===== config.mk =====
export PLATFORM = sky130hd
export DESIGN_NAME = instr_fetch_unit
export DESIGN_NICKNAME = d
export VERILOG_FILES = /design/src/rtl/rv_core_pkg.sv /design/src/rtl/fetch_fifo.sv /design/src/rtl/instr_fetch_unit.sv
export SDC_FILE = /design/constraint.sdc
export NUM_CORES = 1
export LEC_CHECK = 0
export BUFFER_PORTS_ARGS = -buffer_cell sky130_fd_sc_hd__buf_2
export CAP_MARGIN = 25
export CORE_ASPECT_RATIO = 1.1
export CORE_MARGIN = 4
export CORE_UTILIZATION = 55
export CTS_CLUSTER_DIAMETER = 120
export DETAILED_ROUTE_END_ITERATION = 7
export PLACE_DENSITY = 0.85
export SYNTH_ARGS = -nofsm -noshare
export SYNTH_HDL_FRONTEND = slang
export SYNTH_SLANG_ARGS = --single-unit
export TNS_END_PERCENT = 20

===== constraint.sdc =====
create_clock -name clk -period 7.3 [get_ports clk]
set_clock_uncertainty 0.05 [all_clocks]
set_input_delay 0.73 -clock clk [delete_from_list [all_inputs] [get_ports clk]]
set_output_delay 0.73 -clock clk [all_outputs]
set_load 0.01 [all_outputs]

===== src/rtl/rv_core_pkg.sv =====
// rv_core_pkg: shared constants and types for the RV core front end.
//   RV_NOP        canonical NOP (addi x0,x0,0) presented when no instruction is valid
//   OPC_*         major opcodes used by the decoder and redirect resolution
//   fetch_state_e fetch FSM states
//   wrap_inc      modulo-DEPTH pointer increment for non-power-of-two queues
package rv_core_pkg;

  localparam logic [31:0] RV_NOP     = 32'h0000_0013;

  localparam logic [6:0]  OPC_LOAD   = 7'b000_0011;
  localparam logic [6:0]  OPC_ALU_I  = 7'b001_0011;
  localparam logic [6:0]  OPC_JALR   = 7'b110_0111;
  localparam logic [6:0]  OPC_JAL    = 7'b110_1111;
  localparam logic [6:0]  OPC_BRANCH = 7'b110_0011;

  typedef enum logic [1:0] {
    FETCH_BOOT,
    FETCH_RUN,
    FETCH_FLUSH
  } fetch_state_e;

  function automatic int unsigned wrap_inc(input int unsigned p, input int unsigned depth);
    return (p == depth - 1) ? 0 : p + 1;
  endfunction

endpackage


===== src/rtl/fetch_fifo.sv =====
// fetch_fifo: synchronous FIFO of DEPTH x 64-bit {pc, data} entries.
//   clk, rst_n  clock, synchronous active-low reset
//   push        write push_data at the tail
//   push_data   {pc[31:0], data[31:0]}
//   pop         drop the head entry
//   flush       empty the FIFO; wins over push, applied after pop
//   head_data   head entry (undefined when count == 0)
//   count       number of stored entries
module fetch_fifo
  import rv_core_pkg::*;
#(
  parameter  int DEPTH = 2,
  localparam int CW    = $clog2(DEPTH + 1),
  localparam int PW    = (DEPTH > 1) ? $clog2(DEPTH) : 1
) (
  input  logic          clk,
  input  logic          rst_n,
  input  logic          push,
  input  logic [63:0]   push_data,
  input  logic          pop,
  input  logic          flush,
  output logic [63:0]   head_data,
  output logic [CW-1:0] count
);

  logic [63:0]   mem [DEPTH];
  logic [PW-1:0] rd_ptr;
  logic [PW-1:0] wr_ptr;

  always_ff @(posedge clk) begin
    if (push && !flush) mem[wr_ptr] <= push_data;
  end

  always_ff @(posedge clk) begin
    if (!rst_n || flush) begin
      rd_ptr <= '0;
      wr_ptr <= '0;
      count  <= '0;
    end else begin
      if (push) wr_ptr <= PW'(wrap_inc(int'(wr_ptr), DEPTH));
      if (pop)  rd_ptr <= PW'(wrap_inc(int'(rd_ptr), DEPTH));
      count <= count + CW'(push) - CW'(pop);
    end
  end

  assign head_data = mem[rd_ptr];

endmodule


===== src/rtl/instr_fetch_unit.sv =====
// instr_fetch_unit: holds the PC, issues word reads to instruction memory,
// buffers returned words and presents {inst_data, inst_pc} to the decoder.
//   clk, rst_n      clock, synchronous active-low reset
//   imem_req_*      fetch request (valid/ready, word-aligned addr)
//   imem_rsp_*      in-order read data, one per accepted request
//   inst_*          instruction stream to the decoder (valid/ready, data, pc)
//   redirect_*      new fetch PC from branch/jal/jalr resolution
// Credit rule: outstanding requests + buffered words never exceed DEPTH, so a
// response always finds room in the FIFO.
module instr_fetch_unit
  import rv_core_pkg::*;
#(
  parameter logic [31:0] RESET_PC = 32'h0000_0000,
  parameter int          DEPTH    = 2
) (
  input  logic        clk,
  input  logic        rst_n,
  output logic        imem_req_valid,
  input  logic        imem_req_ready,
  output logic [31:0] imem_req_addr,
  input  logic        imem_rsp_valid,
  input  logic [31:0] imem_rsp_data,
  output logic        inst_valid,
  input  logic        inst_ready,
  output logic [31:0] inst_data,
  output logic [31:0] inst_pc,
  input  logic        redirect_valid,
  input  logic [31:0] redirect_pc
);

  localparam int CW = $clog2(DEPTH + 1);
  localparam int PW = (DEPTH > 1) ? $clog2(DEPTH) : 1;

  fetch_state_e  state, state_next;
  logic [31:0]   pc;
  logic [CW-1:0] out_cnt, drop_cnt, fifo_cnt;
  logic [CW-1:0] out_post, drop_post;
  logic [CW:0]   credit_used;
  logic [31:0]   tags [DEPTH];
  logic [PW-1:0] tag_wr, tag_rd;
  logic [63:0]   fifo_head;
  logic          in_run, in_flush, pop, req_fire, rsp_run;
  logic          fifo_push, fifo_flush;

  assign in_run      = (state == FETCH_RUN);
  assign in_flush    = (state == FETCH_FLUSH);
  assign pop         = inst_valid & inst_ready;
  assign credit_used = (CW+1)'(out_cnt) + (CW+1)'(fifo_cnt) - (CW+1)'(pop);
  assign req_fire    = imem_req_valid & imem_req_ready;
  assign rsp_run     = in_run & imem_rsp_valid;
  // Counts after this cycle's accept/response; on redirect these become stale.
  assign out_post    = out_cnt + CW'(req_fire) - CW'(rsp_run);
  assign drop_post   = drop_cnt - CW'(imem_rsp_valid && (drop_cnt != '0));
  // A response arriving with a redirect belongs to the old path.
  assign fifo_push   = rsp_run & ~redirect_valid;
  assign fifo_flush  = in_run & redirect_valid;

  always_comb begin
    state_next     = state;
    imem_req_valid = 1'b0;
    unique case (state)
      FETCH_BOOT:  state_next = FETCH_RUN;
      FETCH_RUN: begin
        imem_req_valid = (credit_used < (CW+1)'(DEPTH));
        if (redirect_valid && (out_post != '0)) state_next = FETCH_FLUSH;
      end
      FETCH_FLUSH: if (drop_post == '0) state_next = FETCH_RUN;
      default:     state_next = FETCH_BOOT;
    endcase
  end

  always_ff @(posedge clk) begin
    if (!rst_n) begin
      state    <= FETCH_BOOT;
      pc       <= RESET_PC;
      out_cnt  <= '0;
      drop_cnt <= '0;
      tag_wr   <= '0;
      tag_rd   <= '0;
    end else begin
      state <= state_next;
      if (redirect_valid && (state != FETCH_BOOT)) pc <= redirect_pc & 32'hFFFF_FFFC;
      else if (req_fire)                          pc <= pc + 32'd4;
      if (in_run) begin
        if (redirect_valid) begin
          out_cnt  <= '0;
          drop_cnt <= out_post;
          tag_wr   <= '0;
          tag_rd   <= '0;
        end else begin
          out_cnt <= out_post;
          if (req_fire)       tag_wr <= PW'(wrap_inc(int'(tag_wr), DEPTH));
          if (imem_rsp_valid) tag_rd <= PW'(wrap_inc(int'(tag_rd), DEPTH));
        end
      end
      if (in_flush) drop_cnt <= drop_post;
    end
  end

  always_ff @(posedge clk) begin
    if (req_fire) tags[tag_wr] <= pc;
  end

  fetch_fifo #(.DEPTH(DEPTH)) u_fifo (
    .clk       (clk),
    .rst_n     (rst_n),
    .push      (fifo_push),
    .push_data ({tags[tag_rd], imem_rsp_data}),
    .pop       (pop),
    .flush     (fifo_flush),
    .head_data (fifo_head),
    .count     (fifo_cnt)
  );

  assign imem_req_addr = pc;
  assign inst_valid    = (fifo_cnt != '0);
  assign inst_data     = inst_valid ? fifo_head[31:0]  : RV_NOP;
  assign inst_pc       = inst_valid ? fifo_head[63:32] : '0;

endmodule

Yosys cells after proc, flatten, opt, wreduce, memory -nomap -nowiden
Memory sizes are Yosys's and may differ from the RTL's. A register that Yosys moved wholly into a read port is not among the register bits.
Cells that the tools add are included.
{"block": "totals", "output_inout_bits": 98, "register_bits": 44, "word_cells": 87, "mem_bits_rw": 192, "memories": 2}
{"name": "u_fifo.mem", "depth": 2, "width": 64, "rd": 1, "rd_clocked_by_memory_dff": 1, "write_ports": 1, "line_no": "fetch_fifo.sv:26", "text": "logic [63:0] mem [DEPTH];"}
{"name": "tags", "depth": 2, "width": 32, "rd": 1, "rd_clocked_by_memory_dff": 1, "write_ports": 1, "line_no": "instr_fetch_unit.sv:39", "text": "logic [31:0] tags [DEPTH];"}
{"block": "classes", "order_cmp": 1, "reduce_logical": 23, "addsub": 12, "bitwise_logic": 7, "n_eq_ne": 4, "mux": 28}
{"op": "32-bit 2-to-1 mux", "n": 4}
{"op": "32-bit by 3-bit adder with 32-bit output, second input constant", "n": 1}
{"op": "2-bit nonzero test", "n": 9}
{"op": "1-bit 2-to-1 mux", "n": 17}
{"op": "2-bit 2-to-1 mux", "n": 6}
{"op": "2-bit AND reduction", "n": 4}
{"op": "2-bit case mux with 3 select lines", "n": 1}
{"op": "2-bit by 1-bit subtractor with 2-bit output", "n": 3}
{"op": "1-bit bitwise AND", "n": 5}
{"op": "1-bit adder, second input constant", "n": 4}
{"op": "2-bit by 1-bit adder with 2-bit output", "n": 2}
{"op": "1-bit logical AND", "n": 4}
{"op": "2-bit zero test", "n": 2}
{"op": "2-bit by 1-bit inequality test with 1-bit output, second input constant", "n": 2}
{"op": "2-bit by 2-bit adder with 3-bit output", "n": 1}
{"op": "3-bit by 2-bit less-than comparator with 1-bit output, second input constant", "n": 1}
{"op": "3-bit by 1-bit subtractor with 3-bit output", "n": 1}
{"op": "2-bit by 1-bit equality test with 1-bit output, second input constant", "n": 1}
{"op": "2-bit equality test, second input constant", "n": 1}
{"op": "1-bit zero test", "n": 2}
{"op": "1-bit NOT", "n": 2}
{"op": "2-bit OR reduction", "n": 1}
{"op": "1-bit logical OR", "n": 1}

Depth between registers and ports, before layout
Gate-level depths: netlist (run 1).
{"block": "depth", "depth_word": 12, "depth_mapped": 17, "ltp_nobuf": 17}

Modules after synthesis
A second synthesis (run 1) with hierarchy kept.
{"block": "unflattened", "hier_cells": 661, "hier_area_um2": 9985.8}
{"mod": "fetch_fifo", "seq_area_each_um2": 3943.8, "cells_each": 220, "area_per_inst_um2": 5138.7, "n_inst": 1}
{"mod": "instr_fetch_unit", "seq_area_each_um2": 2582.5, "cells_each": 441, "area_per_inst_um2": 4847.1, "n_inst": 1}

Worst setup path after synthesis (run 1)
Ideal clock, no wire load.
{"block": "synth_path", "path_kind": "input to register", "from": "in redirect_valid", "to": "mem u_fifo.mem[0][0], enable pin", "t_required_ns": 6.689, "setup_slack_ns": 1.433, "arrival_ns": 5.257, "setup_time_ns": 0.561, "n_path_buf": 1, "cell_stages": 2, "cell_sequence": "clkbuf_1 -> nor3_1"}
{"block": "synth_between", "elab_chain_len": 5, "word_cells_on_any_way": 7, "cone_classes": "2 x mux; 3 x bitwise; 2 x reduce/logical"}
{"element": "start, declared", "line_no": "instr_fetch_unit.sv:27", "text": "input logic redirect_valid,"}
{"element": "1-bit bitwise AND / 1-bit NOT (equally long branches)", "line_no": "instr_fetch_unit.sv:56, instr_fetch_unit.sv:55"}
{"element": "1-bit zero test / 1-bit bitwise AND (equally long branches)", "line_no": "fetch_fifo.sv:31, instr_fetch_unit.sv:55"}
{"element": "1-bit logical AND *", "line_no": "fetch_fifo.sv:31", "text": "if (push && !flush) mem[wr_ptr] <= push_data;"}
{"element": "1-bit 2-to-1 mux *", "line_no": "fetch_fifo.sv:31"}
{"element": "1-bit 2-to-1 mux (not written as such) *", "line_no": "fetch_fifo.sv:31"}
{"element": "end, declared", "line_no": "fetch_fifo.sv:26"}
Every way passes the cells marked *; elsewhere a longest branch is shown, timed or not.

Final worst setup path (run 1)
{"block": "layout_path", "from": "reg u_fifo.count[1]", "to": "reg state[0]"}
{"block": "layout_between", "elab_chain_len": 12, "word_cells_on_any_way": 13, "cone_classes": "4 x add/sub; 1 x order compare; 1 x eq/ne; 1 x mux; 2 x bitwise; 4 x reduce/logical"}
{"element": "start, declared", "line_no": "fetch_fifo.sv:23", "text": "output logic [CW-1:0] count"}
{"element": "start signal, assigned", "line_no": "fetch_fifo.sv:42", "text": "count <= count + CW'(push) - CW'(pop);"}
{"element": "2-bit nonzero test", "line_no": "instr_fetch_unit.sv:116", "text": "assign inst_valid = (fifo_cnt != '0);"}
{"element": "1-bit bitwise AND", "line_no": "instr_fetch_unit.sv:47", "text": "assign pop = inst_valid & inst_ready;"}
{"element": "named net pop", "line_no": "instr_fetch_unit.sv:42", "text": "logic in_run, in_flush, pop, req_fire, rsp_run;"}
{"element": "3-bit by 1-bit subtractor with 3-bit output", "line_no": "instr_fetch_unit.sv:48", "text": "assign credit_used = (CW+1)'(out_cnt) + (CW+1)'(fifo_cnt) - (CW+1)'(pop);"}
{"element": "3-bit by 2-bit less-than comparator with 1-bit output", "line_no": "instr_fetch_unit.sv:64", "text": "imem_req_valid = (credit_used < (CW+1)'(DEPTH));"}
{"element": "1-bit 2-to-1 mux", "line_no": "instr_fetch_unit.sv:61", "text": "unique case (state)"}
{"element": "1-bit bitwise AND", "line_no": "instr_fetch_unit.sv:49", "text": "assign req_fire = imem_req_valid & imem_req_ready;"}
{"element": "2-bit by 1-bit adder with 2-bit output", "line_no": "instr_fetch_unit.sv:52", "text": "assign out_post = out_cnt + CW'(req_fire) - CW'(rsp_run);"}
{"element": "2-bit by 1-bit subtractor with 2-bit output", "line_no": "instr_fetch_unit.sv:52"}
{"element": "2-bit nonzero test", "line_no": "instr_fetch_unit.sv:65", "text": "if (redirect_valid && (out_post != '0)) state_next = FETCH_FLUSH;"}
{"element": "1-bit logical AND", "line_no": "instr_fetch_unit.sv:65"}
{"element": "2-bit by 1-bit inequality test with 1-bit output (no line)"}
{"element": "2-bit AND reduction (no line)"}
{"element": "end signal, assigned", "line_no": "instr_fetch_unit.sv:81", "text": "state <= state_next;"}
{"element": "end, declared", "line_no": "instr_fetch_unit.sv:34", "text": "fetch_state_e state, state_next;"}
The timed path passes the listed nets, and every way through them passes these cells.
A chain may end at the register's enable or synchronous reset.

==> out/results.tsv, run 1 <==
stage	metric	value	unit
outcome	status	finished clean	
hold_path	worst hold path type	in2reg	
die	floorplan row count	49	
clock_tree	H-tree depth	1	
pwr	leakage	4.04	nW
synthesis	Synth area leaders	edfxtp_1 60%, dfxtp_1 9.5%, mux2i_1 7.0%	
global_routing	vias in the first global route	5652	
pwr	VDD IR max	253	uV
worst_setup_path	CP Capture Type	register	
synthesis	complex-gate fraction of the synthesized area	4.28	%
synthesis	largest family of logic cells by synthesized area	multiplexers	
die	Die H	144	um
clock_tree	clock latency on the worst-skew pair	500	ps
worst_setup_path	CP Cell Sequence	nor2_4, buf_4, nor2b_1, ha_1, inv_1, nand2_1, fa_1, nand3_2, nor2_1, inv_1, ha_1, inv_1, ha_1, xnor2_1, xnor2_1, a221o_1, mux2i_1, nor2_1	
route	initial drt markers	347	
sta	final setup vio count	0	
final_layout	most frequent cells in the layout	184 x edfxtp_1, 161 x buf_2, 80 x nor2_1	
clock_tree	clock slew at reported path FFs	60	ps
global_routing	GRT met1 Usage	24.5	%
worst_setup_path	top cell family by delay on the critical path	adder cells	
route	Total Wirelength	18.2	mm
sta	final hold vios	0	
sta	RSZ-0062 raised after global routing	no	
synthesis	Post-Synth XOR/XNOR Area	2.94	%
sta	worst relative slew slack	34.3	%
die	DIE WIDTH	132	um
route	drt pass-1 iters	4	
worst_setup_path	CP bufs+invs	4	
global_routing	pin count of the biggest net entering global routing	64	
die	I/O Pins	168	
sta	Slew Viols, Final	0	
sta	minimum clock period	4330	ps
synthesis	top cell type's share of synthesized area	59.7	%
clock_tree	total setup buffers inserted after CTS	0	
sta	Slew @ Worst Pin	985	ps
clock_tree	CTS Buf Count	22	
synthesis	Synth Area in Adders	1.70	%
clock_tree	root buf cell	clkbuf_16	
worst_setup_path	CP max FO	61	
sta	f_max	231	MHz
worst_setup_path	nature of the critical path startpoint	register	
die	Die Area	19000	um2
clock_tree	CTS tree	built	
synthesis	post-synthesis sequential area ratio	69.3	%
global_routing	GR Layer Usage met3	3.79	%
sta	setup ws final	2970	ps
global_routing	first-pass GRT wire length	28.8	mm
place	Placement Setup Slack	3010	ps
final_layout	Filler cells	1179	
final_layout	Diodes inserted	0	
synthesis	cells after synthesis	661	
final_layout	Final nets	902	
clock_tree	Sink Count	228	
synthesis	FF+latch count, synth	228	
worst_setup_path	Critical Path AT	4650	ps
place	DP HPWL	11.5	mm
sta	Post-Route Setup TNS	0	ps
sta	Tcrit/Tclk final	59.3	%
route	routed len/inst	17.5	um
global_routing	Overflow after GRT	0	
global_routing	most used routing layer	met2	
global_routing	GRT Util Overall	18.9	%
worst_setup_path	critical path's slowest cell	buf_4	
route	DR vias/cell	5.48	
final_layout	share of layout cells above drive strength 1	28.7	%
pwr	P per Cell Area	362	nW/um2
synthesis	Post-Synth Simple-Gate Area	8.71	%
final_layout	commonest non-fill, non-tap cell in the layout	edfxtp_1	
place	GPL Wtd Cong	0.830	
worst_setup_path	Crit Path Category	reg2reg	
worst_setup_path	Largest stage delay, worst path	530	ps
synthesis	Synth Cell Area	9250	um2
synthesis	mux share of post-synthesis cell area	10.7	%
synthesis	Synth cell types	40	
flow_run	max_cap viols	0	
die	Initial Util	56.3	%
synthesis	Synthesis Warnings	0	
place	Port Buf Inserts	161	
route	DRC violations left	0	
worst_setup_path	WP data required	7620	ps
synthesis	cell taking the most area after synthesis	edfxtp_1	
synthesis	Avg Cell Area, Syn	14.0	um2
global_routing	met2 Use GR	32.4	%
route	DR vias	5695	
clock_tree	post_cts resized	0	
clock_tree	hold_buf cts	0	
route	Final ANT Viol Nets	0	
die	core area	16400	um2
final_layout	Area Growth Syn to Fin	19.2	%
clock_tree	clk buf depth	3	
global_routing	antenna violations before repair	0	
## state kept, by name, summed over array words and instances, names as in the netlist, named ones only
register	cells
drop_cnt	2
u_fifo.count	2
imem_req_addr	30
tag_wr	1
tag_rd	1
out_cnt	2
u_fifo.wr_ptr	1
u_fifo.rd_ptr	1
u_fifo.mem	124
tags	60
state	2
## synth_stat cells
| cell type | n |
|---|---|
| nor2b_1 | 5 |
| nand2_1 | 21 |
| a211oi_1 | 6 |
| nand4_1 | 13 |
| conb_1 | 1 |
| o31ai_1 | 1 |
| or4_1 | 1 |
| or3_4 | 1 |
| mux2_2 | 30 |
| and4_1 | 4 |
| edfxtp_1 | 184 |
| dfxtp_1 | 44 |
| a221o_1 | 1 |
| a311oi_1 | 1 |
| ha_1 | 11 |
| xnor2_1 | 14 |
| buf_1 | 2 |
| or3_1 | 6 |
| fa_1 | 1 |
| nand3_1 | 14 |
| nor3_1 | 3 |
| nand3_2 | 1 |
| inv_1 | 15 |
| clkbuf_1 | 30 |
| and2_1 | 5 |
| nor2_1 | 82 |
| buf_2 | 1 |
| nor4_1 | 6 |
| a21oi_1 | 23 |
| nor3b_1 | 1 |
| mux2i_1 | 65 |
| o21a_1 | 1 |
| xor2_1 | 17 |
| buf_4 | 5 |
| nand2b_1 | 2 |
| o21ai_0 | 29 |
| o22ai_1 | 4 |
| and3_1 | 4 |
| a31oi_1 | 5 |
| or2_2 | 1 |
## through the flow
| stage | cell area [um2] | hold WS [ps] | cells | power (mW) | utilization [%] |
|---|---|---|---|---|---|
| after floorplan | 9260 | 407 | 664 | 2.44 | - |
| after global placement | 10200 | 422 | 999 | 2.80 | 62.3 |
| after detailed placement | 10200 | 437 | 999 | 2.84 | 62.3 |
| after CTS | 11000 | 352 | 1039 | 4.02 | 67.0 |
| after global routing | 11000 | 348 | 1040 | 4.20 | 67.1 |
| final | 11000 | 372 | 1040 | 3.99 | 67.1 |
## metal layers
metal,vias to the layer above,share of wire [%]
met1,2714,42
met4,0,1.9
li1,2745,-
met3,31,6.6
met5,-,0
met2,205,49
## report_power, final
group | internal (mW) | total [mW] | switching (mW)
Sequential | 1.62 | 1.74 | 0.122
Clock | 0.725 | 1.18 | 0.452
Combinational | 0.425 | 1.08 | 0.650
Total | 2.77 | 3.99 | 1.22
## area by class of cell
cell class,count,area (um2),share of cell area [%]
Sequential cell,228,6410,58.1
Multi-Input combinational cell,383,2650,24.1
Timing Repair Buffer,170,886,8.03
Clock buffer,27,601,5.45
Tap cell,204,255,2.32
Clock inverter,13,165,1.50
Inverter,15,56.3,0.511
## logic make-up (layout without fill, tap and decap cells)
kind of cell	Yosys count	count (layout)
mux	95	95
other cells	1	4
flops	228	228
buf+inv	53	225
compound gates	71	71
xor+xnor	31	31
simple gates	170	170
fa+ha+maj	12	12
## final timing paths
check	from	endpoint	slack, ps	cells after the start
worst max-delay path	u_fifo.count[1]$_SDFF_PP0_	state[0]$_SDFFE_PN0P_	2970	18
worst min-delay path	imem_rsp_data[0]	u_fifo.mem[1][0]$_DFFE_PP_	370	1
worst max register to register	u_fifo.count[1]$_SDFF_PP0_	state[0]$_SDFFE_PN0P_	2970	18
worst min register to register	drop_cnt[0]$_SDFFE_PN0P_	drop_cnt[0]$_SDFFE_PN0P_	450	2
No activity file was read; power rests on OpenSTA's default activity.
==> run 2: changes to the inputs <==
==> constraint.sdc (replaced) <==
create_clock -name clk -period 4 [get_ports clk]
set_clock_uncertainty 0.05 [all_clocks]
set_input_delay 0.4 -clock clk [delete_from_list [all_inputs] [get_ports clk]]
set_output_delay 0.4 -clock clk [all_outputs]
set_load 0.01 [all_outputs]
==> run 2 against run 1 <==
- critical path depth down 1
- clock power up 75%
- clock-buffer cell count up 4
- global-route usage up 0.12 points
- largest power group unchanged
- highest routed layer unchanged
==> out/results.tsv, run 2 (synthesized netlist as in run 1, its figures left out) <==
stage	metric	value	unit
die	I/O Pins	168	
final_layout	share of layout cells above drive strength 1	29.2	%
sta	RSZ-0062 raised after global routing	no	
worst_setup_path	worst r2r src	u_fifo.count[1]$_SDFF_PP0_	
global_routing	vias in the first global route	5664	
die	core area	16400	um2
clock_tree	Sink Count	228	
place	Port Buf Inserts	161	
sta	final setup vio count	0	
worst_setup_path	r2r setup slk	390	ps
pwr	Clock power frac	28.6	%
worst_setup_path	WP data required	4310	ps
global_routing	antenna violations before repair	0	
clock_tree	H-tree depth	1	
route	routed len/inst	17.5	um
place	Placed Cells	1001	
pwr	Comb pwr share	26.8	%
worst_setup_path	Crit Path Category	reg2reg	
pwr	Sw Ratio	30.9	%
hold_path	worst hold path type	in2reg	
pwr	VDD IR max	562	uV
clock_tree	post_cts resized	0	
pwr	P_int	4.99	mW
global_routing	Overflow after GRT	0	
clock_tree	CTS Buf Count	22	
final_layout	Area Growth Syn to Fin	19.2	%
worst_setup_path	instance count on the critical path	17	
worst_setup_path	CP bufs+invs	3	
route	DR vias/cell	5.51	
pwr	leakage	4.06	nW
pwr	Psw	2.23	mW
sta	setup ws final	389	ps
clock_tree	total setup buffers inserted after CTS	0	
final_layout	Filler cells	1164	
sta	f_max	277	MHz
clock_tree	root buf cell	clkbuf_16	
die	DIE WIDTH	132	um
final_layout	Final nets	903	
route	DR vias	5731	
place	DP HPWL	12.0	mm
clock_tree	hold_buf cts	0	
worst_setup_path	CP max FO	5	
die	floorplan row count	49	
clock_tree	CTS tree	built	
worst_setup_path	Reg2Reg Depth	17	
final_layout	Reg with most FFs	u_fifo.mem	
outcome	status	finished clean	
die	Die Area	19000	um2
route	DRC violations left	0	
sta	Post-Route Setup TNS	0	ps
final_layout	most frequent cells in the layout	184 x edfxtp_1, 161 x buf_2, 80 x nor2_1	
sta	Tcrit/Tclk final	90.3	%
final_layout	Diodes inserted	0	
route	drt pass-1 iters	5	
route	Final ANT Viol Nets	0	
pwr	Flop pwr share	44.6	%
place	Placement Setup Slack	395	ps
global_routing	first-pass GRT wire length	29.1	mm
clock_tree	clock latency on the worst-skew pair	490	ps
route	Total Wirelength	18.2	mm
clock_tree	clk buf depth	3	
die	Die H	144	um
worst_setup_path	CP Capture Type	register	
worst_setup_path	top cell family by delay on the critical path	adder cells	
worst_setup_path	nature of the critical path startpoint	register	
final_layout	post-layout util	67.1	%
worst_setup_path	critical path's slowest cell	fa_1	
global_routing	GRT Util Overall	19.0	%
die	Initial Util	56.3	%
worst_setup_path	Critical Path AT	3920	ps
sta	Slew @ Worst Pin	973	ps
sta	minimum clock period	3610	ps
sta	Hold WS	43.5	ps
flow_run	max_cap viols	0	
worst_setup_path	Largest stage delay, worst path	520	ps
global_routing	pin count of the biggest net entering global routing	64	
worst_setup_path	RR Endpoint	state[0]$_SDFFE_PN0P_	
final_layout	fin cells	1041	
worst_setup_path	Critical Path Start	u_fifo.count[1]$_SDFF_PP0_	
pwr	P per Cell Area	655	nW/um2
worst_setup_path	CP Cell Sequence	nor2_4, nor2b_1, ha_1, inv_1, nand2_1, fa_1, nand3_2, nor2_1, inv_1, ha_1, inv_1, ha_1, xnor2_1, xnor2_1, a221o_1, mux2i_1, nor2_1	
clock_tree	clock slew at reported path FFs	60	ps
final_layout	commonest non-fill, non-tap cell in the layout	edfxtp_1	
final_layout	max reg flops	124	
sta	Slew Viols, Final	0	
route	initial drt markers	444	
worst_setup_path	CP Capture Point	state[0]$_SDFFE_PN0P_	
sta	final hold vios	0	
place	GPL Wtd Cong	0.819	
sta	worst relative slew slack	35.2	%
==> run 2: cell count changes in the layout (fill, tap and decap cells not counted), moves of 2 or more <==
cell	previous run	this run
clkinv_2	0	5
clkinv_1	6	2
clkbuf_8	1	4
clkinvlp_4	3	0
bufinv_16	4	2
==> run 2: through the flow <==
step	total power, mW	area [um2]
2_1_floorplan	4.45	9260
3_3_place_gp	5.12	10300
3_5_place_dp	5.21	10300
4_1_cts	7.29	11000
5_1_grt	7.61	11000
6_report	7.21	11000
==> run 2: worst reg2reg max path, stage by stage (launching register included) <==
cell and delay (ps):
dfxtp_1 410, nor2_4 60, nor2b_1 210, ha_1 290, inv_1 80, nand2_1 80
fa_1 520, nand3_2 110, nor2_1 150, inv_1 110, ha_1 280, inv_1 40
ha_1 170, xnor2_1 140, xnor2_1 260, a221o_1 260, mux2i_1 210, nor2_1 60
==> run 2: final cells by class <==
class / count / area [um2] / area share, %
well taps: 204 / 255 / 2.32
clock buffers: 31 / 646 / 5.86
multi-input cells: 383 / 2660 / 24.1
flip-flops and latches: 228 / 6410 / 58.2
inverters: 15 / 56.3 / 0.511
clock inverters: 9 / 92.6 / 0.840
repair buffers: 171 / 901 / 8.18
==> run 2: metal layers <==
metal	wire length (um)	vias to the layer above	GRT usage, %
li1	-	2750	-
met1	7700	2734	25.4
met2	8870	210	32.1
met3	1220	37	3.48
met4	453	0	6.30
met5	0	-	0
==> run 2: power by group through the flow <==
stage          clock network [mW]  registers [mW]  logic, mW
6_report                     2.06            3.22       1.93
2_1_floorplan                   0            3.19       1.26
3_5_place_dp                    0            3.26       1.94
5_1_grt                      2.22            3.26       2.13
4_1_cts                      2.11            3.22       1.96
3_3_place_gp                    0            3.30       1.81
==> run 2: worst min path at each step <==
stage / startpoint / end / cells past startpoint
after floorplan: drop_cnt[0]$_SDFFE_PN0P_ / drop_cnt[0]$_SDFFE_PN0P_ / 2
after global placement: drop_cnt[0]$_SDFFE_PN0P_ / drop_cnt[0]$_SDFFE_PN0P_ / 2
after detailed placement: drop_cnt[0]$_SDFFE_PN0P_ / drop_cnt[0]$_SDFFE_PN0P_ / 2
after CTS: imem_rsp_data[8] / u_fifo.mem[0][8]$_DFFE_PP_ / 1
after global routing: imem_rsp_data[13] / u_fifo.mem[1][13]$_DFFE_PP_ / 1
final: imem_rsp_data[8] / u_fifo.mem[0][8]$_DFFE_PP_ / 1
==> run 3: changes to the inputs <==
--- a/config.mk
+++ b/config.mk
@@ -7,12 +7,12 @@
 export LEC_CHECK = 0
 export BUFFER_PORTS_ARGS = -buffer_cell sky130_fd_sc_hd__buf_2
 export CAP_MARGIN = 25
-export CORE_ASPECT_RATIO = 1.1
+export CORE_ASPECT_RATIO = 0.8
 export CORE_MARGIN = 4
 export CORE_UTILIZATION = 55
 export CTS_CLUSTER_DIAMETER = 120
 export DETAILED_ROUTE_END_ITERATION = 7
-export PLACE_DENSITY = 0.85
+export PLACE_DENSITY = 0.79
 export SYNTH_ARGS = -nofsm -noshare
 export SYNTH_HDL_FRONTEND = slang
 export SYNTH_SLANG_ARGS = --single-unit
==> run 3 against run 2 <==
- combinational power hardly changed
- sequential power hardly changed
- sequential share of layout area is 0.52 points lower
- non-clock buffer count stayed put
- global-route usage is 0.89 points higher
- clock-buffer cell count is 1 lower
==> out/results.tsv, run 3 (synthesized netlist as in run 1, its figures left out) <==
stage	metric	value	unit
global_routing	GRT Util Overall	19.9	%
sta	final setup vio count	0	
place	GPL Wtd Cong	0.798	
die	Die Area	19000	um2
sta	final hold vios	0	
die	I/O Pins	168	
final_layout	Final nets	904	
worst_setup_path	Largest stage delay, worst path	520	ps
clock_tree	CTS tree	built	
die	floorplan row count	42	
sta	Slew Viols, Final	0	
route	Final ANT Viol Nets	0	
route	routed len/inst	18.4	um
die	core area	16500	um2
pwr	VDD IR max	433	uV
worst_setup_path	Reg2Reg Depth	17	
final_layout	Filler cells	1197	
final_layout	Area Growth Syn to Fin	20.2	%
sta	worst relative slew slack	30.3	%
clock_tree	clock slew at reported path FFs	60	ps
worst_setup_path	CP max FO	5	
clock_tree	clk buf depth	3	
worst_setup_path	CP Cell Sequence	nor2_4, nor2b_1, ha_1, inv_1, nand2_1, fa_1, nand3_2, nor2_2, inv_1, ha_1, inv_1, ha_1, xnor2_1, xnor2_1, a221o_1, mux2i_1, nor2_1	
hold_path	hold path cells	1	
hold_path	worst hold path type	in2reg	
pwr	total power	7.37	mW
route	initial drt markers	391	
global_routing	first-pass GRT wire length	29.9	mm
final_layout	commonest non-fill, non-tap cell in the layout	edfxtp_1	
sta	Slew @ Worst Pin	1050	ps
clock_tree	H-tree depth	1	
die	DIE WIDTH	153	um
clock_tree	root buf cell	clkbuf_16	
pwr	P per Cell Area	663	nW/um2
sta	Tcrit/Tclk final	91.0	%
pwr	leakage	4.09	nW
die	Die H	124	um
place	Port Buf Inserts	161	
flow_run	max_cap viols	0	
route	DR vias/cell	5.42	
clock_tree	clock latency on the worst-skew pair	500	ps
place	DP HPWL	12.8	mm
global_routing	pin count of the biggest net entering global routing	63	
route	drt pass-1 iters	5	
global_routing	vias in the first global route	5613	
sta	Post-Route Setup TNS	0	ps
clock_tree	Sink Count	228	
sta	minimum clock period	3640	ps
final_layout	most frequent cells in the layout	184 x edfxtp_1, 161 x buf_2, 79 x nor2_1	
route	DRC violations left	0	
worst_setup_path	WP data required	4320	ps
die	Initial Util	56.0	%
worst_setup_path	Crit Path Category	reg2reg	
global_routing	antenna violations before repair	0	
outcome	status	finished clean	
global_routing	Overflow after GRT	0	
worst_setup_path	critical path's slowest cell	fa_1	
route	Total Wirelength	19.5	mm
route	DR vias	5743	
worst_setup_path	nature of the critical path startpoint	register	
final_layout	Reg with most FFs	u_fifo.mem	
clock_tree	CTS Buf Count	23	
final_layout	Diodes inserted	0	
worst_setup_path	Critical Path AT	3960	ps
worst_setup_path	CP Capture Type	register	
final_layout	max reg flops	124	
final_layout	share of layout cells above drive strength 1	29.6	%
sta	RSZ-0062 raised after global routing	no	
sta	f_max	275	MHz
run 3: cell count changes in the layout (fill, tap and decap cells not counted):
cell	previous run	this run
clkinv_2	5	4
clkbuf_8	4	1
buf_12	0	2
buf_8	0	1
clkbuf_2	0	2
inv_6	0	1
clkbuf_1	4	3
buf_4	9	6
nor2_1	80	79
bufinv_16	2	4
clkinv_4	0	1
clkbuf_4	0	1
nor2_2	1	2
run 3: timing repair:
item	CTS	global route
hold buffers	0	0
setup buffers	0	0
endpoints found under the setup margin	0	2
resized for setup	0	1
run 3: final timing paths:
check | end | from | slack, ps
max reg2reg | state[0]$_SDFFE_PN0P_ | u_fifo.count[1]$_SDFF_PP0_ | 360
min reg2reg | drop_cnt[0]$_SDFFE_PN0P_ | drop_cnt[0]$_SDFFE_PN0P_ | 470
max | state[0]$_SDFFE_PN0P_ | u_fifo.count[1]$_SDFF_PP0_ | 360
min | u_fifo.mem[1][15]$_DFFE_PP_ | imem_rsp_data[15] | 40
run 3: area by class of cell:
cell class              instances  area, um2  area share [%]
clock inverters                12        165            1.49
well taps                     220        275            2.48
multi-input cells             383       2660            23.9
repair buffers                171        933            8.39
clock buffers                  30        618            5.56
inverters                      15       56.3           0.506
flip-flops and latches        228       6410            57.6
run 3: per-layer routing:
metal  global-route usage (%)  vias up  wire length (um)
met2                     33.7      223              9240
met5                        0        -                 0
met1                     27.3     2738              8580
met3                     3.58       33              1210
li1                         -     2749                 -
met4                     5.06        0               418
run 3: per-stage QoR:
step | setup slack (ps) | hold WS, ps | instances | cell area, um2 | utilization [%]
after floorplan | 202 | 407 | 664 | 9260 | -
after global placement | 375 | 418 | 1015 | 10300 | 62.4
after detailed placement | 267 | 451 | 1015 | 10300 | 62.4
after CTS | 267 | 9.94 | 1057 | 11100 | 67.1
after global routing | 121 | 18.0 | 1059 | 11100 | 67.4
final | 359 | 37.0 | 1059 | 11100 | 67.4
run 3: power breakdown:
part	total, mW	internal, mW	switching, mW
sequential	3.22	2.95	0.265
combinational	1.96	0.795	1.16
clock	2.20	1.35	0.844
total	7.37	5.10	2.27
run 3: worst max-delay path: cells and delay by family, from the launching register on:
family                     cells  cell delay (ps)
and+or+nand+nor                6              720
buffers and inverters          3              260
muxes                          1              160
DFF                            1              410
AOI/OAI and AO/OA              1              350
xor gates and xnor gates       2              330
adders and majority gates      4             1250
